[config.mk]
export PLATFORM = sky130hd
export DESIGN_NAME = clock_divider_meter
export DESIGN_NICKNAME = d
export VERILOG_FILES = /design/src/rtl/clock_divider_meter.sv
export SDC_FILE = /design/constraint.sdc
export NUM_CORES = 1
export LEC_CHECK = 0
export CAP_MARGIN = 20
export CORE_MARGIN = 2
export CORE_UTILIZATION = 35
export DETAILED_ROUTE_END_ITERATION = 8
export PLACE_DENSITY = 0.54
export RECOVER_POWER = 100
export SETUP_SLACK_MARGIN = 0.4
export SYNTH_ARGS = -nofsm -noshare
export SYNTH_HDL_FRONTEND = slang
export SYNTH_SLANG_ARGS = --single-unit
[constraint.sdc]
create_clock -name clk -period 3 [get_ports clk]
set_input_delay 0.9 -clock clk [delete_from_list [all_inputs] [get_ports clk]]
set_output_delay 0.9 -clock clk [all_outputs]
set_load 0.05 [all_outputs]
[src/rtl/clock_divider_meter.sv]
// Measures the half-period of a slow square wave and reports it as the
// divider number (half-period in clk cycles minus 1) that would produce it.
module clock_divider_meter #(
  parameter int WIDTH          = 20,
  parameter int SYNC_STAGES    = 2,
  parameter int TIMEOUT_CYCLES = 1048575
) (
  input  logic             clk,
  input  logic             rst_n,
  input  logic             sclk_in,
  input  logic             enable,
  output logic [WIDTH-1:0] meas_num,
  output logic             meas_valid,
  input  logic             meas_ready,
  output logic             locked,
  output logic             timeout,
  output logic             overrun
);

  localparam logic [1:0] ST_IDLE    = 2'd0;
  localparam logic [1:0] ST_ACQUIRE = 2'd1;
  localparam logic [1:0] ST_MEASURE = 2'd2;

  localparam logic [WIDTH-1:0] CNT_LAST = WIDTH'(TIMEOUT_CYCLES - 1);

  logic [SYNC_STAGES-1:0] sync_q;
  logic                   sclk_d;
  logic                   sclk_edge;

  logic [1:0]       state, state_nxt;
  logic [WIDTH-1:0] cnt;
  logic             cnt_hit;
  logic             res_fire;
  logic [WIDTH-1:0] res_val;
  logic             res_load;
  logic [WIDTH-1:0] prev_num;
  logic             prev_vld;

  // NOTE: flops take <= so every stage samples the pre-edge value of its neighbour.
  always_ff @(posedge clk or negedge rst_n) begin
    if (!rst_n) begin
      sync_q <= '0;
      sclk_d <= 1'b0;
    end else begin
      sync_q <= {sync_q[SYNC_STAGES-2:0], sclk_in};
      sclk_d <= sync_q[SYNC_STAGES-1];
    end
  end

  assign sclk_edge = sync_q[SYNC_STAGES-1] ^ sclk_d;

  // Edge wins over a stall that would be declared in the same cycle.
  assign cnt_hit  = enable && (state != ST_IDLE) && !sclk_edge && (cnt == CNT_LAST);
  assign res_load = res_fire && (!meas_valid || meas_ready);

  // NOTE: every output of this block gets a default first so no latch is inferred.
  always_comb begin
    state_nxt = state;
    res_fire  = 1'b0;
    res_val   = cnt;
    if (!enable) begin
      state_nxt = ST_IDLE;
    end else begin
      case (state)
        ST_IDLE:    state_nxt = ST_ACQUIRE;
        ST_ACQUIRE: if (sclk_edge) state_nxt = ST_MEASURE;
        ST_MEASURE: begin
          if (sclk_edge) begin
            res_fire = 1'b1;
          end else if (cnt_hit) begin
            state_nxt = ST_ACQUIRE;
            res_fire  = 1'b1;
            res_val   = '0;
          end
        end
        default:    state_nxt = ST_IDLE;
      endcase
    end
  end

  always_ff @(posedge clk or negedge rst_n) begin
    if (!rst_n) begin
      state   <= ST_IDLE;
      cnt     <= '0;
      timeout <= 1'b0;
    end else begin
      state <= state_nxt;
      if (state == ST_IDLE || state_nxt == ST_IDLE || sclk_edge || cnt_hit)
        cnt <= '0;
      else
        cnt <= cnt + WIDTH'(1);
      if (state_nxt == ST_IDLE || sclk_edge)
        timeout <= 1'b0;
      else if (cnt_hit)
        timeout <= 1'b1;
    end
  end

  // Result register with drop-on-full; history follows loaded results only.
  always_ff @(posedge clk or negedge rst_n) begin
    if (!rst_n) begin
      meas_num   <= '0;
      meas_valid <= 1'b0;
      overrun    <= 1'b0;
      locked     <= 1'b0;
      prev_num   <= '0;
      prev_vld   <= 1'b0;
    end else begin
      overrun <= res_fire && !res_load;
      if (res_load) begin
        meas_num   <= res_val;
        meas_valid <= 1'b1;
      end else if (meas_ready) begin
        meas_valid <= 1'b0;
      end
      if (state_nxt == ST_IDLE) begin
        locked   <= 1'b0;
        prev_vld <= 1'b0;
      end else if (cnt_hit) begin
        locked <= 1'b0;
        if (res_load) begin
          prev_num <= '0;
          prev_vld <= 1'b1;
        end
      end else if (res_load) begin
        locked   <= prev_vld && (res_val == prev_num);
        prev_num <= res_val;
        prev_vld <= 1'b1;
      end
    end
  end

endmodule

After elaboration in Yosys (flattened, before gate mapping). Cells that the tools add are included.

Add/subtract/negate cells: 1. $mul: 0. Divide/modulo/power cells: 0. Magnitude comparators: 0. Equality and inequality tests: 4. Shift-type cells: 0. Mux-type cells: 26. Bitwise logic cells: 2. Reduce and logical (&&, ||, !) cells: 22.

Operators by type and width (count): $mux 20 (8); $add 20x1->20 const B (1); $eq 20x20->1 (1); $eq 20x20->1 const B (1); $mux 1 (13); $mux 2 (4); $reduce_bool 2->1 (4); $logic_and 1x1->1 (6); $pmux 2 s3 (1); $logic_or 1x1->1 (5); $logic_not 2->1 (2); $logic_not 1->1 (3); $reduce_bool 3->1 (1); $eq 2x1->1 const B (1); $eq 2x2->1 const B (1); $reduce_and 2->1 (1); $not 1->1 (1); $xor 1x1->1 (1).

Register bits: 70. Latch bits: 0. RAM bits: 0. Bits in read-only memories: 0. Bits of input ports: 5. Output and inout bits: 24. Word-level logic and storage cells: 66. Memories: 0.

Longest topological paths before layout.
Word-level depth: 13. Mapped depth: 12. Depth with buffers taken out: 9.

Worst setup path after synthesis. No wires, ideal clock.

Path type: register to register. Start: register cnt[0]. End: register locked. Setup time: 0.092 ns. Arrival time: 2.090 ns. Required time: 2.908 ns. Path slack: 0.818 ns. Stages on the path, launching flop included: 12. Period minus slack after synthesis: 2.182 ns. Cell sequence: dfrtp_1 > clkbuf_1 > inv_1 > ha_1 > nand3_1 > nor4b_4 > and4_1 > buf_6 > nor2_1 > o32ai_1 > nand4_1 > o31ai_2.

Word-level cells in the longest chain between the ends: 11.

Ends and longest elaborated chain: start, declared (RTL line 31) `logic [WIDTH-1:0] cnt;`; start signal, assigned (RTL line 91) `cnt <= cnt + WIDTH'(1);`; $eq 20x20->1 (RTL line 53) `assign cnt_hit = enable && (state != ST_IDLE) && !sclk_edge && (cnt == CNT_LAST);`; $logic_and 1x1->1 (RTL line 53); $mux 20 (RTL line 70) `end else if (cnt_hit) begin`; $mux 20 (RTL line 68) `if (sclk_edge) begin`; $mux 20 (RTL line 64) `case (state)`; $mux 20 (RTL line 61) `if (!enable) begin`; $eq 20x20->1 (RTL line 126) `locked <= prev_vld && (res_val == prev_num);`; $logic_and 1x1->1 (RTL line 126); $mux 1 (RTL line 125) `end else if (res_load) begin`; $mux 1 (RTL line 119) `end else if (cnt_hit) begin`; $mux 1 (RTL line 116) `if (state_nxt == ST_IDLE) begin`; end signal, assigned (RTL line 126); end, declared (RTL line 15) `output logic locked,`.

Parallel ways exist; a longest one is shown, timed or not. The select of a mux whose other input is x is not followed. A chain may end at the register's enable or synchronous reset.

Worst setup path in the final report.
Start: register meas_num[7]. End: output port meas_num[7].

RTL lines: start, declared (RTL line 12) `output logic [WIDTH-1:0] meas_num,`; start signal, assigned (RTL line 111) `meas_num <= res_val;`.

No word-level cell between the ends.

==> results.py <==
metrics = {
    "run_status": {
        "outcome": "complete, but fails checks",
        "violations": "max-capacitance violations, max-slew violations",
    },
    "clock_network": {
        "clk_latency_ns": 0.35,
        "tritoncts": "built",
        "clkSlewWorstSetupHoldPaths_ns": 0.07,
        "cts_resized": 0,
        "numCtsBuffers": 9,
        "postCtsSetupBuffers": 0,
        "ctsHoldBuffers": 0,
        "htreeDepth": 3,
        "cts_buffer_depth": 2,
        "cts-root-buf": "clkbuf_8",
        "clock-sinks": 70,
    },
    "sta": {
        "rsz0062_at_grt": "false",
        "setup_tns_ns": 0,
        "tightest_slew_ns": 1.73,
        "whs_ns": 0.351,
        "finalSetupViolCount": 0,
        "slew_headroom_pct": -15.5,
        "slew_violations": 71,
        "clock.fmax_ghz": 0.402,
        "fin_crit_sh_pct": 83.0,
        "finClkSkew_ns": 0.00992,
        "finalHoldViolCount": 0,
        "period_needed_ns": 2.49,
    },
    "job": {
        "cap_violations": 1,
    },
    "die": {
        "core_area_sq_um": 9150,
        "io_pins": 29,
        "start_util_pct": 35.7,
        "dieWidth_microns": 101,
        "dieArea_sq_um": 10100,
        "rows": 35,
        "die_height_microns": 101,
    },
    "layout": {
        "num-fill-cells": 880,
        "diodes": 0,
        "fin_area_sq_um": 3830,
        "area_growth_pct": 17.4,
        "layout.nets": 335,
        "layout-drive-gt1-share_pct": 9.61,
        "final_util_pct": 41.9,
    },
    "placement": {
        "placedInstanceArea_sq_um": 3660,
        "io_buffer_count": 28,
        "dp_hpwl_microns": 4900,
        "gp_congestion": 0.828,
    },
    "worst_setup_path": {
        "critPathArrivalTime_ns": 1.59,
        "cpPeakStageDelay_ns": 0.89,
        "cp_cell_sequence": "dlygate4sd3_1",
        "worstPathRequired_ns": 2.10,
        "crit_buf_inv": 1,
        "r2r_cells": 8,
        "critPathKind": "reg -> out",
        "start_kind": "register",
        "critical_path.top_delay_family": "buffers and inverters",
        "cpMaxStageDelayCell": "dlygate4sd3_1",
        "endpoint_kind": "output port",
        "cp_max_fo": 2,
        "crit_cells": 1,
        "rrSetupSlack_ns": 0.56,
    },
    "global_routing": {
        "grt_pass1_vias": 2446,
        "antenna_found_initial": 0,
        "grt_pass1_wl_microns": 12600,
        "grt-ovfl-total": 0,
        "grt_max_degree": 71,
        "track_usage_pct": 16.2,
    },
    "synth": {
        "avgSynthCellArea_sq_um": 10.8,
        "synth_cells": 302,
        "yosys_register_bits": 70,
        "yosysWarnings": 0,
        "ys_async_sr_fraction_pct": 100,
        "synth_area_sq_um": 3270,
        "ys_seq_area_share_pct": 53.6,
        "synth-edff-count": 0,
        "ys_types": 43,
        "synth_area_leaders": "dfrtp_1 54%, a22o_1 11%, nor2_1 4.9%",
        "syn_nets": 309,
        "yosys.area.top_type": "dfrtp_1",
        "synth-main-ff-cell": "dfrtp_1",
        "synth_top_area_share_pct": 53.6,
    },
    "routing": {
        "postRouteAntennaNets": 0,
        "route.vias.total": 2412,
        "vias_per_cell": 5.43,
        "dr.pass1.iters": 4,
        "wirelength_microns": 7460,
        "drc": 0,
        "dr.first_iter.drc_count": 143,
        "routedWlPerCell_microns": 16.8,
    },
    "hold_path": {
        "whs_path_depth": 0,
        "hold_class": "reg -> reg",
    },
    "pwr": {
        "cellPowerDensity_nw_per_um2": 480,
        "p_leak_nw": 1.72,
        "power_mw": 1.84,
        "worst_ir_drop_vdd_mv": 0.318,
    },
}
[cells by family after synthesis]
logic type	count (synthesis)	synth area share (%)
adder cells (fa/ha/maj)	3	1.07
buffers and inverters	34	4.83
multiplexers	1	0.307
AND/OR/NAND/NOR	102	16.6
AO/OA/AOI/OAI	66	16.4
XOR/XNOR	26	7.20
flip-flops	70	53.6
[worst register-to-register path: cells and delay by family, from the launching register on]
| kind | cells | cell delay [ns] |
|---|---|---|
| compound gates | 2 | 0.33 |
| simple gates | 5 | 1.20 |
| buf+inv | 1 | 0.25 |
| flops | 1 | 0.53 |
[layout by cell type (no fill, tap or decap), drive strengths merged, types with 9 or more instances in the layout]
master / count
a22o: 40
buf: 9
clkbuf: 15
dfrtp: 70
dlygate4sd3: 25
inv: 11
nand2: 14
nand3: 14
nor2: 43
xnor2: 19
[synthesized netlist by cell type, types with 4 or more instances]
library cell  instances
a21oi_1               4
a22o_1               40
a31oi_1               5
buf_2                12
clkbuf_1              8
dfrtp_1              70
inv_1                11
nand2_1              14
nand3_1              14
nand4_1               5
nor2_1               43
nor4bb_1              4
o32ai_1               5
xnor2_1              18
xor2_1                7
[stage by stage]
step | setup WS, ns | instances
2_1_floorplan | 0.818 | 302
3_3_place_gp | 0.276 | 428
3_5_place_dp | 0.217 | 428
4_1_cts | 0.511 | 444
5_1_grt | 0.316 | 444
6_report | 0.511 | 444
[state kept, by name, summed over array words and instances, names as in the netlist]
signal,cells
prev_vld,1
cnt,20
sync_q,2
prev_num,20
meas_valid,1
locked,1
meas_num,20
timeout,1
sclk_d,1
overrun,1
state,2
[where the power goes]
part           internal (mW)  switching [mW]
Sequential             0.957          0.0138
Clock                  0.408           0.345
Combinational         0.0378          0.0788
[layout make-up]
type | count | area [sq um] | area share, %
well taps | 111 | 139 | 3.62
inverters | 11 | 41.3 | 1.08
clock inverters | 3 | 43.8 | 1.14
multi-input cells | 198 | 1360 | 35.6
flip-flops and latches | 70 | 1750 | 45.7
clock buffers | 13 | 149 | 3.88
repair buffers | 38 | 345 | 9.01
[layer usage]
| metal | GRT usage [%] | wire (microns) |
|---|---|---|
| met5 | 0 | 0 |
| met4 | 7.38 | 184 |
| met3 | 3.40 | 248 |
| met2 | 23.0 | 3260 |
| met1 | 23.5 | 3770 |
[final timing paths]
check                              endpoint   startpoint
worst max-delay path            meas_num[7]  meas_num[7]
worst min-delay path              sync_q[1]    sync_q[0]
worst max register to register       locked      cnt[12]
worst min register to register    sync_q[1]    sync_q[0]
max in group asynchronous           cnt[15]        rst_n
min in group asynchronous       meas_num[6]        rst_n
Note: power is estimated with default switching activity, not from simulation.
